[src/rtl/peripheral_receiver_if.sv]
// Two-channel receiver bus: 4-phase sender handshakes plus the FIFO consumer side.
interface peripheral_receiver_if #(
    parameter int DEPTH = 4
);
    logic                     send1;
    logic                     send2;
    logic [15:0]              indata1;
    logic [15:0]              indata2;
    logic                     ack1;
    logic                     ack2;
    logic                     rd_en;
    logic [15:0]              rd_data;
    logic                     rd_src;
    logic                     empty;
    logic                     full;
    logic [$clog2(DEPTH):0]   count;

    // Senders and consumer drive requests; the receiver answers.
    modport master (
        output send1, send2, indata1, indata2, rd_en,
        input  ack1, ack2, rd_data, rd_src, empty, full, count
    );

    modport slave (
        input  send1, send2, indata1, indata2, rd_en,
        output ack1, ack2, rd_data, rd_src, empty, full, count
    );
endinterface

[src/rtl/peripheral_receiver.sv]
// Two asynchronous 4-phase senders merged into one show-ahead FIFO.
// Each channel is synchronized, runs an IDLE/REQ/ACK FSM, and a round-robin
// arbiter grants at most one FIFO write per cycle while the FIFO is not full.
module peripheral_receiver #(
    parameter int DEPTH = 4
) (
    input  logic                 clkCPU,
    input  logic                 rst,
    peripheral_receiver_if.slave bus
);
    localparam int AW = $clog2(DEPTH);
    localparam int CW = AW + 1;

    typedef enum logic [1:0] {IDLE, REQ, ACK} state_t;

    logic [1:0]    send_in;
    logic [1:0]    sync1;
    logic [1:0]    ssend;
    state_t        state [2];
    logic [1:0]    ack_q;
    logic          rr;          // 0: channel 1 has priority, 1: channel 2
    logic [1:0]    in_req;
    logic [1:0]    grant;
    logic          push;
    logic          pop;
    logic [16:0]   wentry;

    logic [16:0]   mem [DEPTH];
    logic [AW-1:0] wptr;
    logic [AW-1:0] rptr;
    logic [CW-1:0] cnt;
    logic [CW-1:0] cnt_nxt;
    logic          empty_q;
    logic          full_q;

    assign send_in = {bus.send2, bus.send1};

    // Two-flop synchronizers for the asynchronous send lines
    always_ff @(posedge clkCPU) begin
        if (rst) begin
            sync1 <= '0;
            ssend <= '0;
        end else begin
            sync1 <= send_in;
            ssend <= sync1;
        end
    end

    // Round-robin arbitration; a lone requester wins regardless of pointer
    always_comb begin
        grant = '0;
        for (int i = 0; i < 2; i++) in_req[i] = (state[i] == REQ);
        if (!full_q) begin
            if (in_req[0] && (!in_req[1] || !rr)) grant[0] = 1'b1;
            else if (in_req[1])                   grant[1] = 1'b1;
        end
        push    = |grant;
        pop     = bus.rd_en && !empty_q;
        wentry  = grant[1] ? {1'b1, bus.indata2} : {1'b0, bus.indata1};
        cnt_nxt = cnt;
        case ({push, pop})
            2'b10:   cnt_nxt = cnt + CW'(1);
            2'b01:   cnt_nxt = cnt - CW'(1);
            default: cnt_nxt = cnt;
        endcase
    end

    // Per-channel handshake FSMs with registered ack, plus round-robin pointer
    always_ff @(posedge clkCPU) begin
        if (rst) begin
            for (int i = 0; i < 2; i++) state[i] <= IDLE;
            ack_q <= '0;
            rr    <= 1'b0;
        end else begin
            for (int i = 0; i < 2; i++) begin
                case (state[i])
                    IDLE: if (ssend[i]) state[i] <= REQ;
                    REQ: if (grant[i]) begin
                        state[i] <= ACK;
                        ack_q[i] <= 1'b1;
                    end
                    ACK: if (!ssend[i]) begin
                        state[i] <= IDLE;
                        ack_q[i] <= 1'b0;
                    end
                    default: begin
                        state[i] <= IDLE;
                        ack_q[i] <= 1'b0;
                    end
                endcase
            end
            if (grant[0])      rr <= 1'b1;
            else if (grant[1]) rr <= 1'b0;
        end
    end

    // FIFO storage; contents need no reset since the head is masked when empty
    always_ff @(posedge clkCPU) begin
        if (!rst && push) mem[wptr] <= wentry;
    end

    // FIFO pointers, occupancy and registered status flags
    always_ff @(posedge clkCPU) begin
        if (rst) begin
            wptr    <= '0;
            rptr    <= '0;
            cnt     <= '0;
            empty_q <= 1'b1;
            full_q  <= 1'b0;
        end else begin
            if (push) wptr <= wptr + AW'(1);
            if (pop)  rptr <= rptr + AW'(1);
            cnt     <= cnt_nxt;
            empty_q <= (cnt_nxt == '0);
            full_q  <= (cnt_nxt == CW'(DEPTH));
        end
    end

    assign bus.ack1    = ack_q[0];
    assign bus.ack2    = ack_q[1];
    assign bus.rd_data = empty_q ? 16'h0 : mem[rptr][15:0];
    assign bus.rd_src  = empty_q ? 1'b0  : mem[rptr][16];
    assign bus.empty   = empty_q;
    assign bus.full    = full_q;
    assign bus.count   = cnt;
endmodule

[src/flat_wrapper.sv]
// flat-port wrapper written by rule: the top's interface ports become plain ports
module peripheral_receiver_flat 
#(
    parameter int DEPTH = 4
)
  (clkCPU, rst, bus_send1, bus_send2, bus_indata1, bus_indata2, bus_rd_en, bus_ack1, bus_ack2, bus_rd_data, bus_rd_src, bus_empty, bus_full, bus_count);
  peripheral_receiver_if #(.DEPTH(DEPTH)) bus_i ();
  input  logic clkCPU;
  input  logic rst;
  input wire logic [$bits(bus_i.send1)-1:0] bus_send1;
  input wire logic [$bits(bus_i.send2)-1:0] bus_send2;
  input wire logic [$bits(bus_i.indata1)-1:0] bus_indata1;
  input wire logic [$bits(bus_i.indata2)-1:0] bus_indata2;
  input wire logic [$bits(bus_i.rd_en)-1:0] bus_rd_en;
  output wire logic [$bits(bus_i.ack1)-1:0] bus_ack1;
  output wire logic [$bits(bus_i.ack2)-1:0] bus_ack2;
  output wire logic [$bits(bus_i.rd_data)-1:0] bus_rd_data;
  output wire logic [$bits(bus_i.rd_src)-1:0] bus_rd_src;
  output wire logic [$bits(bus_i.empty)-1:0] bus_empty;
  output wire logic [$bits(bus_i.full)-1:0] bus_full;
  output wire logic [$bits(bus_i.count)-1:0] bus_count;
  assign bus_i.send1 = bus_send1;
  assign bus_i.send2 = bus_send2;
  assign bus_i.indata1 = bus_indata1;
  assign bus_i.indata2 = bus_indata2;
  assign bus_i.rd_en = bus_rd_en;
  assign bus_ack1 = bus_i.ack1;
  assign bus_ack2 = bus_i.ack2;
  assign bus_rd_data = bus_i.rd_data;
  assign bus_rd_src = bus_i.rd_src;
  assign bus_empty = bus_i.empty;
  assign bus_full = bus_i.full;
  assign bus_count = bus_i.count;
  peripheral_receiver #(.DEPTH(DEPTH)) u_core (.clkCPU(clkCPU), .rst(rst), .bus(bus_i));
endmodule
[config.mk]
export PLATFORM = sky130hd
export DESIGN_NAME = peripheral_receiver_flat
export DESIGN_NICKNAME = d
export VERILOG_FILES = /design/src/rtl/peripheral_receiver_if.sv /design/src/rtl/peripheral_receiver.sv /design/src/flat_wrapper.sv
export SDC_FILE = /design/constraint.sdc
export NUM_CORES = 1
export LEC_CHECK = 0
export ABC_AREA = 1
export CORE_MARGIN = 2
export CORE_UTILIZATION = 53
export DETAILED_ROUTE_END_ITERATION = 16
export DONT_BUFFER_PORTS = 1
export PLACE_DENSITY_LB_ADDON = 0.08
export SKIP_LAST_GASP = 1
export SYNTH_ARGS = -nofsm -noshare
export SYNTH_HDL_FRONTEND = slang
export SYNTH_SLANG_ARGS = --single-unit
[constraint.sdc]
create_clock -name clkCPU -period 4.3 [get_ports clkCPU]
set_clock_uncertainty 0.2 [all_clocks]
set_input_delay 0.86 -clock clkCPU [delete_from_list [all_inputs] [get_ports clkCPU]]
set_output_delay 0.86 -clock clkCPU [all_outputs]
set_load 0.01 [all_outputs]
Word level (Yosys, flattened, before mapping)

Memory sizes are Yosys's and may differ from the RTL's. A register that Yosys moved wholly into a read port is not among the register bits.
Cells that the tools add are included.

Flip-flop bits (word level): 16
Bits in latches: 0
RAM bits: 72
Memory bits (read-only): 0
Input bits: 37
Word-level logic and storage cells: 114
Memories kept: 2

Memories:

| name         | words | bits a word | rd ports | clocked after memory_dff | wr ports | line                      | source |
|---|---|---|---|---|---|---|---|
| u_core.mem   | 4     | 17          | 1        | 1                        | 1        | peripheral_receiver.sv:28 | `logic [16:0] mem [DEPTH];` |
| u_core.state | 2     | 2           | 2        | 0                        | 2        | peripheral_receiver.sv:19 | `state_t state [2];` |

Add/subtract/negate cells: 4
Multipliers: 0
Div/mod/pow operators: 0
Magnitude comparators: 0
Equality and inequality tests: 11
Shift operators: 0
Multiplexer cells: 60
Bitwise operators: 10
Reductions and logical operators: 17

Operator list:

| cell                                              | number |
|---|---|
| 2-to-1 mux 1 bit                                  | 44 |
| 2-to-1 mux 2 bit                                  | 11 |
| 2-to-1 mux 17 bit                                 | 1 |
| 2-to-1 mux 16 bit                                 | 1 |
| != test 2 bit (second input constant)             | 4 |
| OR 1 bit                                          | 8 |
| == test 2 x 1 -> 1 bit (second input constant)    | 3 |
| == test 2 bit (second input constant)             | 3 |
| case mux 1 bit (3 select lines)                   | 2 |
| case mux 3 bit (2 select lines)                   | 1 |
| AND reduction 3 bit                               | 2 |
| OR reduction 3 bit                                | 2 |
| adder 2 x 1 -> 2 bit (second input constant)      | 2 |
| zero test 1 bit                                   | 4 |
| zero test 2 bit                                   | 2 |
| adder 3 x 1 -> 3 bit (second input constant)      | 1 |
| == test 3 bit (second input constant)             | 1 |
| logical AND 1 bit                                 | 3 |
| zero test 3 bit                                   | 1 |
| subtractor 3 x 1 -> 3 bit (second input constant) | 1 |
| NOT 1 bit                                         | 2 |
| nonzero test 2 bit                                | 1 |
| OR reduction 2 bit                                | 1 |
| logical OR 1 bit                                  | 1 |

Logic depth before layout (Yosys ltp)

Gate-level depths: netlist of the first run.

Word-level depth: 13
Gate-level depth with buffers: 14

Least setup slack after synthesis of the first run

OpenSTA, ideal clock, no wires.

Kind: in2reg
Start: input rst
End: memory u_core.mem[0][0], enable pin
Library setup time: 391 ps
Arrival time: 1860 ps
Data required time: 3709 ps
Path slack: 1849 ps
Stages: 3
Path buffers: 0
Cell sequence: inv_1 nand2_1 nor2_1

Longest elaborated chain between the ends: 4

RTL lines:

| element                                | line                      | source |
|---|---|---|
| start: declaration                     | flat_wrapper.sv:9         | `input logic rst;` |
| zero test 1 bit                        | peripheral_receiver.sv:99 | `if (!rst && push) mem[wptr] <= wentry;` |
| logical AND 1 bit                      | peripheral_receiver.sv:99 |  |
| 2-to-1 mux 1 bit                       | peripheral_receiver.sv:99 |  |
| 2-to-1 mux 1 bit (implied by the code) | peripheral_receiver.sv:99 |  |
| end: declaration                       | peripheral_receiver.sv:28 |  |

No other way between the ends.

==> flow_summary_export.csv, run 1 <==
group,metric,value,unit
cells_and_area,layout_common_cells,"87 x nor2_1, 73 x nand2_1, 71 x edfxtp_1",
power_and_ir_drop,leakage,1.519,nW
die,core-area,6869,µm²
sta,final_hold_viol_count,0,
critical_path,worst_path_max_delay_cell,"dfxtp_1",
clocking,root_buffer,"clkbuf_8",
synthesis,avgSynthCellArea,10.06,µm²
placement,gp_congestion,0.7805,
critical_path,cp-end-kind,"output pin",
cells_and_area,antennaDiodeCount,0,
critical_path,slowest_delay,0.76,ns
cells_and_area,fin_util,58.63,%
route,postRouteAntennaNets,0,
clocking,postCtsSetupBuffers,0,
die,pin_count,61,
route,drcViolationCount,0,
global_route,grt_use_total,20.29,%
clocking,clk_latency,0.34,ns
clocking,clkTransAtPathRegs,0.08,ns
sta,rsz0062_at_grt,"no",
synthesis,synth_cell_type_count,23,
placement,hpwl,4.588,mm
cells_and_area,multiInputGateArea,1102,µm²
synthesis,yosys_warnings,0,
global_route,antenna_found_initial,0,
critical_path,cp.required,3.24,ns
critical_path,path_class,"reg -> out",
die,rows,30,
cells_and_area,drive_gt1_share,6.824,%
sta,max_freq,0.3185,GHz
power_and_ir_drop,power,2.036,mW
run,cap_violations,0,
sta,min_period_over_period,73.01,%
clocking,numCtsBuffers,9,
clocking,clock-sinks,90,
cells_and_area,fillers,603,
clocking,cts_htree_levels,3,
die,die_width,88.83,µm
critical_path,start_kind,"flip-flop",
die,die_area,7890,µm²
global_route,grt_pass1_wl,11.61,mm
clocking,max-clock-path-buffers,2,
global_route,grt_pass1_vias,2265,
power_and_ir_drop,vdd_drop_max,250.4,µV
placement,placed_cells,461,
sta,tightest_slew,1.088,ns
synthesis,synth-seq-cells,90,
sta,setup_tns,0,ns
synthesis,yosysSeqAreaShare,65.88,%
sta,min_period,3.139,ns
synthesis,synthCells,379,
die,fp.dieH,88.83,µm
critical_path,path_cells,"inv_2 -> o21ai_0 -> a21oi_1",
critical_path,critPathMaxFanout,34,
critical_path,worstPathArrival,2.08,ns
sta,setup_viol,0,
clocking,cts_tree,"yes",
route,drt_iter0_markers,136,
clocking,holdBufCountCts,0,
route,vias,2441,
global_route,grt_max_degree,35,
global_route,grt-ovfl-total,0,
power_and_ir_drop,power.density,505.5,nW/µm²
outcome,status,"finished clean",
clocking,cts_resized,0,
die,start_util,55.52,%
route,wire_per_inst,15.45,µm
cells_and_area,final_cells,477,
placement,port-buffer-count,0,
synthesis,netlist_area,3814,µm²
sta,relSlewSlack,27.37,%
cells_and_area,fin_nets,419,
cells_and_area,layout_commonest_cell,"nor2_1",
cells_and_area,areaGrowthSynthToFinish,5.610,%
synthesis,synth_nets,422,
route,dr.pass1.iters,6,
route,via_per_inst,5.117,
sta,finalMaxSlewViolations,0,
cells_and_area,register_area,2512,µm²
route,routed_wl,7.369,mm
min_path,hold_path_class,"reg -> reg",
==> path summary, 6_finish.rpt <==
path / end / slack [ns] / depth (start not counted) / from
max reg2reg: u_core.mem[1][14] / 1.74 / 5 / u_core.state[0][1]
min: u_core.ssend[0] / 0.21 / 2 / u_core.sync1[0]
min reg2reg: u_core.ssend[0] / 0.21 / 2 / u_core.sync1[0]
max: bus_rd_src / 1.16 / 3 / flip-flop
==> sequential cells by signal, summed over array words and instances (netlist names), named ones only <==
register and cells:
u_core.ack_q 2, u_core.ssend 2, u_core.bus.empty 1, u_core.wptr 2
u_core.sync1 2, u_core.rr 1, u_core.mem 68, u_core.bus.full 1
u_core.rptr 2, u_core.state 4, u_core.bus.count 3
==> cells in the mapped netlist <==
cell | instances | area share, %
nand3_2 | 1 | 0.26
ha_1 | 5 | 1.6
dfxtp_1 | 19 | 10
inv_2 | 3 | 0.30
clkbuf_2 | 3 | 0.39
inv_1 | 26 | 2.6
o211ai_1 | 1 | 0.20
a21oi_1 | 25 | 3.3
o21ai_1 | 4 | 0.52
o21ai_0 | 32 | 4.2
xor2_1 | 2 | 0.46
edfxtp_1 | 71 | 56
nand2_1 | 73 | 7.2
nand3_1 | 5 | 0.66
nor3_2 | 1 | 0.26
clkbuf_1 | 2 | 0.20
buf_6 | 2 | 0.59
fa_1 | 1 | 0.52
nand2_2 | 1 | 0.16
nand4_1 | 2 | 0.33
buf_2 | 5 | 0.66
nor2_1 | 91 | 9.0
buf_4 | 4 | 0.79
==> stage by stage <==
| step | instance area (µm²) | worst slack [ns] | hold WS [ns] |
|---|---|---|---|
| 2_1_floorplan | 3814 | 1.849 | 0.1883 |
| 3_5_place_dp | 3859 | 1.533 | 0.1989 |
| 4_1_cts | 4028 | 1.154 | 0.2110 |
| 6_report | 4028 | 1.161 | 0.2057 |
| 5_1_grt | 4028 | 0.9518 | 0.2230 |
| 3_3_place_gp | 3859 | 1.540 | 0.1909 |
==> critical path: cells and delay by family (launching register included) <==
family          cells  cell delay (ns)
flops               1             0.76
compound gates      2             0.56
buf+inv             1             0.41
==> area by class of cell <==
type / instances / area share (%)
clock buffers: 9 / 3.075
clock inverters: 7 / 1.118
inverters: 29 / 2.703
multi-input cells: 244 / 27.37
flip-flops and latches: 90 / 62.38
well taps: 96 / 2.982
repair buffers: 2 / 0.3728
==> power breakdown <==
| part | internal, mW | switching, mW |
|---|---|---|
| logic | 0.121 | 0.305 |
| clock network | 0.208 | 0.285 |
| registers | 1.05 | 0.0641 |
==> cell families after synthesis <==
family,share of synthesized area (%)
DFF,65.88
adders and majority gates,2.165
xor gates and xnor gates,0.4594
AOI/OAI and AO/OA,8.202
and+or+nand+nor,17.81
buffers and inverters,5.479
==> metal layers <==
metal | track usage [%] | vias up | share of wire, %
met2 | 32.16 | 61 | 47
li1 | - | 1244 | -
met4 | 8.264 | 0 | 1.4
met3 | 4.198 | 12 | 4.1
met5 | 0 | - | 0
met1 | 27.49 | 1124 | 48
Note: power is estimated with default switching activity, not from simulation.
==> inputs of run 2 (changes only) <==
==> constraint.sdc (replaced) <==
create_clock -name clkCPU -period 3 [get_ports clkCPU]
set_clock_uncertainty 0.2 [all_clocks]
set_input_delay 0.6 -clock clkCPU [delete_from_list [all_inputs] [get_ports clkCPU]]
set_output_delay 0.6 -clock clkCPU [all_outputs]
set_load 0.01 [all_outputs]
==> run 2 against run 1 <==
  * Global-route usage barely moved
  * First-iteration DRC count down 8.8%
  * Register-to-register slack got worse by 1.1 ns
  * Worst setup slack worse by 0.74 ns
  * Critical path depth is 1 higher
  * Core utilization rose by 1.4 points
  * Sequential power increased by 41%
  * Sequential share of layout area down 1.5 points
  * Flip-flop and latch count unchanged
  * Clock power increased by 63%
  * Worst hold slack got worse by 0.085 ns
  * Critical path type unchanged
  * Largest power group unchanged
==> flow_summary_export.csv, run 2 (synthesis gave the netlist of run 1 again) <==
group,metric,value,unit
min_path,min_to,"u_core.ssend[0]",
route,drt_iter0_markers,124,
cells_and_area,largest_register_ff_count,68,
clocking,clock-sinks,90,
die,rows,30,
global_route,antenna_found_initial,0,
critical_path,worstPathArrival,1.78,ns
sta,final_hold_viol_count,0,
sta,max_freq,0.3882,GHz
clocking,clk_latency,0.34,ns
critical_path,r2r_slack,0.64,ns
min_path,worstHoldPathCells,1,
cells_and_area,layout_commonest_cell,"nor2_1",
min_path,min_from,"rst",
power_and_ir_drop,leakage,1.581,nW
clocking,postCtsSetupBuffers,0,
die,pin_count,61,
global_route,grt-ovfl-total,0,
min_path,hold_path_class,"in -> reg",
cells_and_area,areaGrowthSynthToFinish,8.137,%
run,cap_violations,0,
placement,port-buffer-count,0,
sta,setup_viol,0,
sta,finalMaxSlewViolations,0,
route,drcViolationCount,0,
critical_path,path_class,"reg -> out",
cells_and_area,regMostFlops,"u_core.mem",
cells_and_area,layout_common_cells,"87 x nor2_1, 73 x nand2_1, 71 x edfxtp_1",
clocking,cts_htree_levels,3,
global_route,grt_max_degree,35,
cells_and_area,drive_gt1_share,8.997,%
critical_path,worst_path_max_delay_cell,"inv_2",
critical_path,r2r_end,"u_core.bus.full",
sta,min_period_over_period,85.88,%
die,start_util,55.52,%
cells_and_area,fin_nets,427,
die,die_width,88.83,µm
outcome,status,"finished clean",
die,fp.dieH,88.83,µm
route,routed_wl,7.528,mm
global_route,grt_use_total,20.27,%
placement,gp_congestion,0.7793,
critical_path,rr_worst_depth,13,
power_and_ir_drop,vdd_drop_max,421.3,µV
critical_path,cp.required,2.20,ns
die,core-area,6869,µm²
clocking,max-clock-path-buffers,2,
critical_path,critPathMaxFanout,34,
sta,whs,0.1204,ns
sta,relSlewSlack,66.95,%
critical_path,path_buf_inv,2,
power_and_ir_drop,power.density,735.0,nW/µm²
sta,tightest_slew,0.4951,ns
clocking,holdBufCountCts,0,
clocking,cts_resized,0,
global_route,grt_pass1_wl,11.70,mm
critical_path,r2r_start,"u_core.state[0][1]",
global_route,grt_pass1_vias,2386,
route,postRouteAntennaNets,0,
die,die_area,7890,µm²
placement,hpwl,4.784,mm
critical_path,critPathTopFamily,"buffers and inverters",
critical_path,cp-end-kind,"output pin",
sta,setup_tns,0,ns
sta,min_period,2.576,ns
route,dr.pass1.iters,4,
route,wire_per_inst,15.52,µm
sta,rsz0062_at_grt,"no",
clocking,root_buffer,"clkbuf_8",
cells_and_area,antennaDiodeCount,0,
power_and_ir_drop,power,3.031,mW
critical_path,start_kind,"flip-flop",
clocking,clkTransAtPathRegs,0.09,ns
clocking,cts_tree,"yes",
route,vias,2478,
cells_and_area,fin_util,60.04,%
clocking,numCtsBuffers,9,
critical_path,path_cells,"buf_4 -> inv_2 -> o21ai_0 -> a21oi_1",
critical_path,slowest_delay,0.39,ns
route,via_per_inst,5.109,
[run 2: per-stage QoR]
stage | std cells | instance area [µm²] | setup slack (ns)
CTS | 485 | 4124 | 0.3814
global route | 485 | 4124 | 0.2652
finish | 485 | 4124 | 0.4237
detailed placement | 469 | 3931 | 0.6493
global placement | 469 | 3931 | 0.7481
floorplan | 379 | 3814 | 0.7233
[run 2: metal layers]
layer | vias to the layer above | global-route usage [%] | share of wire, %
li1 | 1261 | - | -
met1 | 1172 | 26.07 | 47
met2 | 43 | 34.33 | 50
met3 | 2 | 3.638 | 2.8
met4 | 0 | 7.713 | 0.39
met5 | - | 0 | 0
[run 2: worst register-to-register path: cells and delay by family (launching register included)]
family,cells,cell delay (ns)
and+or+nand+nor,9,0.94
buffers and inverters,2,0.12
DFF,1,0.44
adders and majority gates,2,0.62
[run 2: power breakdown]
part	switching (mW)	internal [mW]
registers	0.0759	1.51
clock network	0.416	0.389
logic	0.453	0.191
[run 2: cell type report]
type	count	area, µm²
Clock inverter	6	65.06
Multi-Input combinational cell	244	1102
Tap cell	96	120.1
Clock buffer	10	127.6
Sequential cell	90	2512
Timing Repair Buffer	10	87.58
Fill cell	619	2745
Inverter	29	108.9
[run 2: worst max path at each step]
stage	cells past startpoint	startpoint	to	slack [ns]
finish	4	flip-flop	bus_rd_data[13]	0.42
global route	4	flip-flop	bus_rd_data[13]	0.27
CTS	4	flip-flop	bus_rd_data[13]	0.38
detailed placement	13	u_core.state[0][1]	u_core.bus.full	0.65
global placement	11	u_core.state[0][1]	u_core.bus.empty	0.75
floorplan	5	u_core.state[0][1]	u_core.mem[0][0]	0.72
==> inputs of run 3 (changes only) <==
--- a/config.mk
+++ b/config.mk
@@ -8,6 +8,7 @@
 export ABC_AREA = 1
 export CORE_MARGIN = 2
 export CORE_UTILIZATION = 53
+export CTS_CLUSTER_DIAMETER = 50
 export DETAILED_ROUTE_END_ITERATION = 16
 export DONT_BUFFER_PORTS = 1
 export PLACE_DENSITY_LB_ADDON = 0.08
==> results of run 3 <==
Final layout, timing and power as in run 2 (identical DEF).
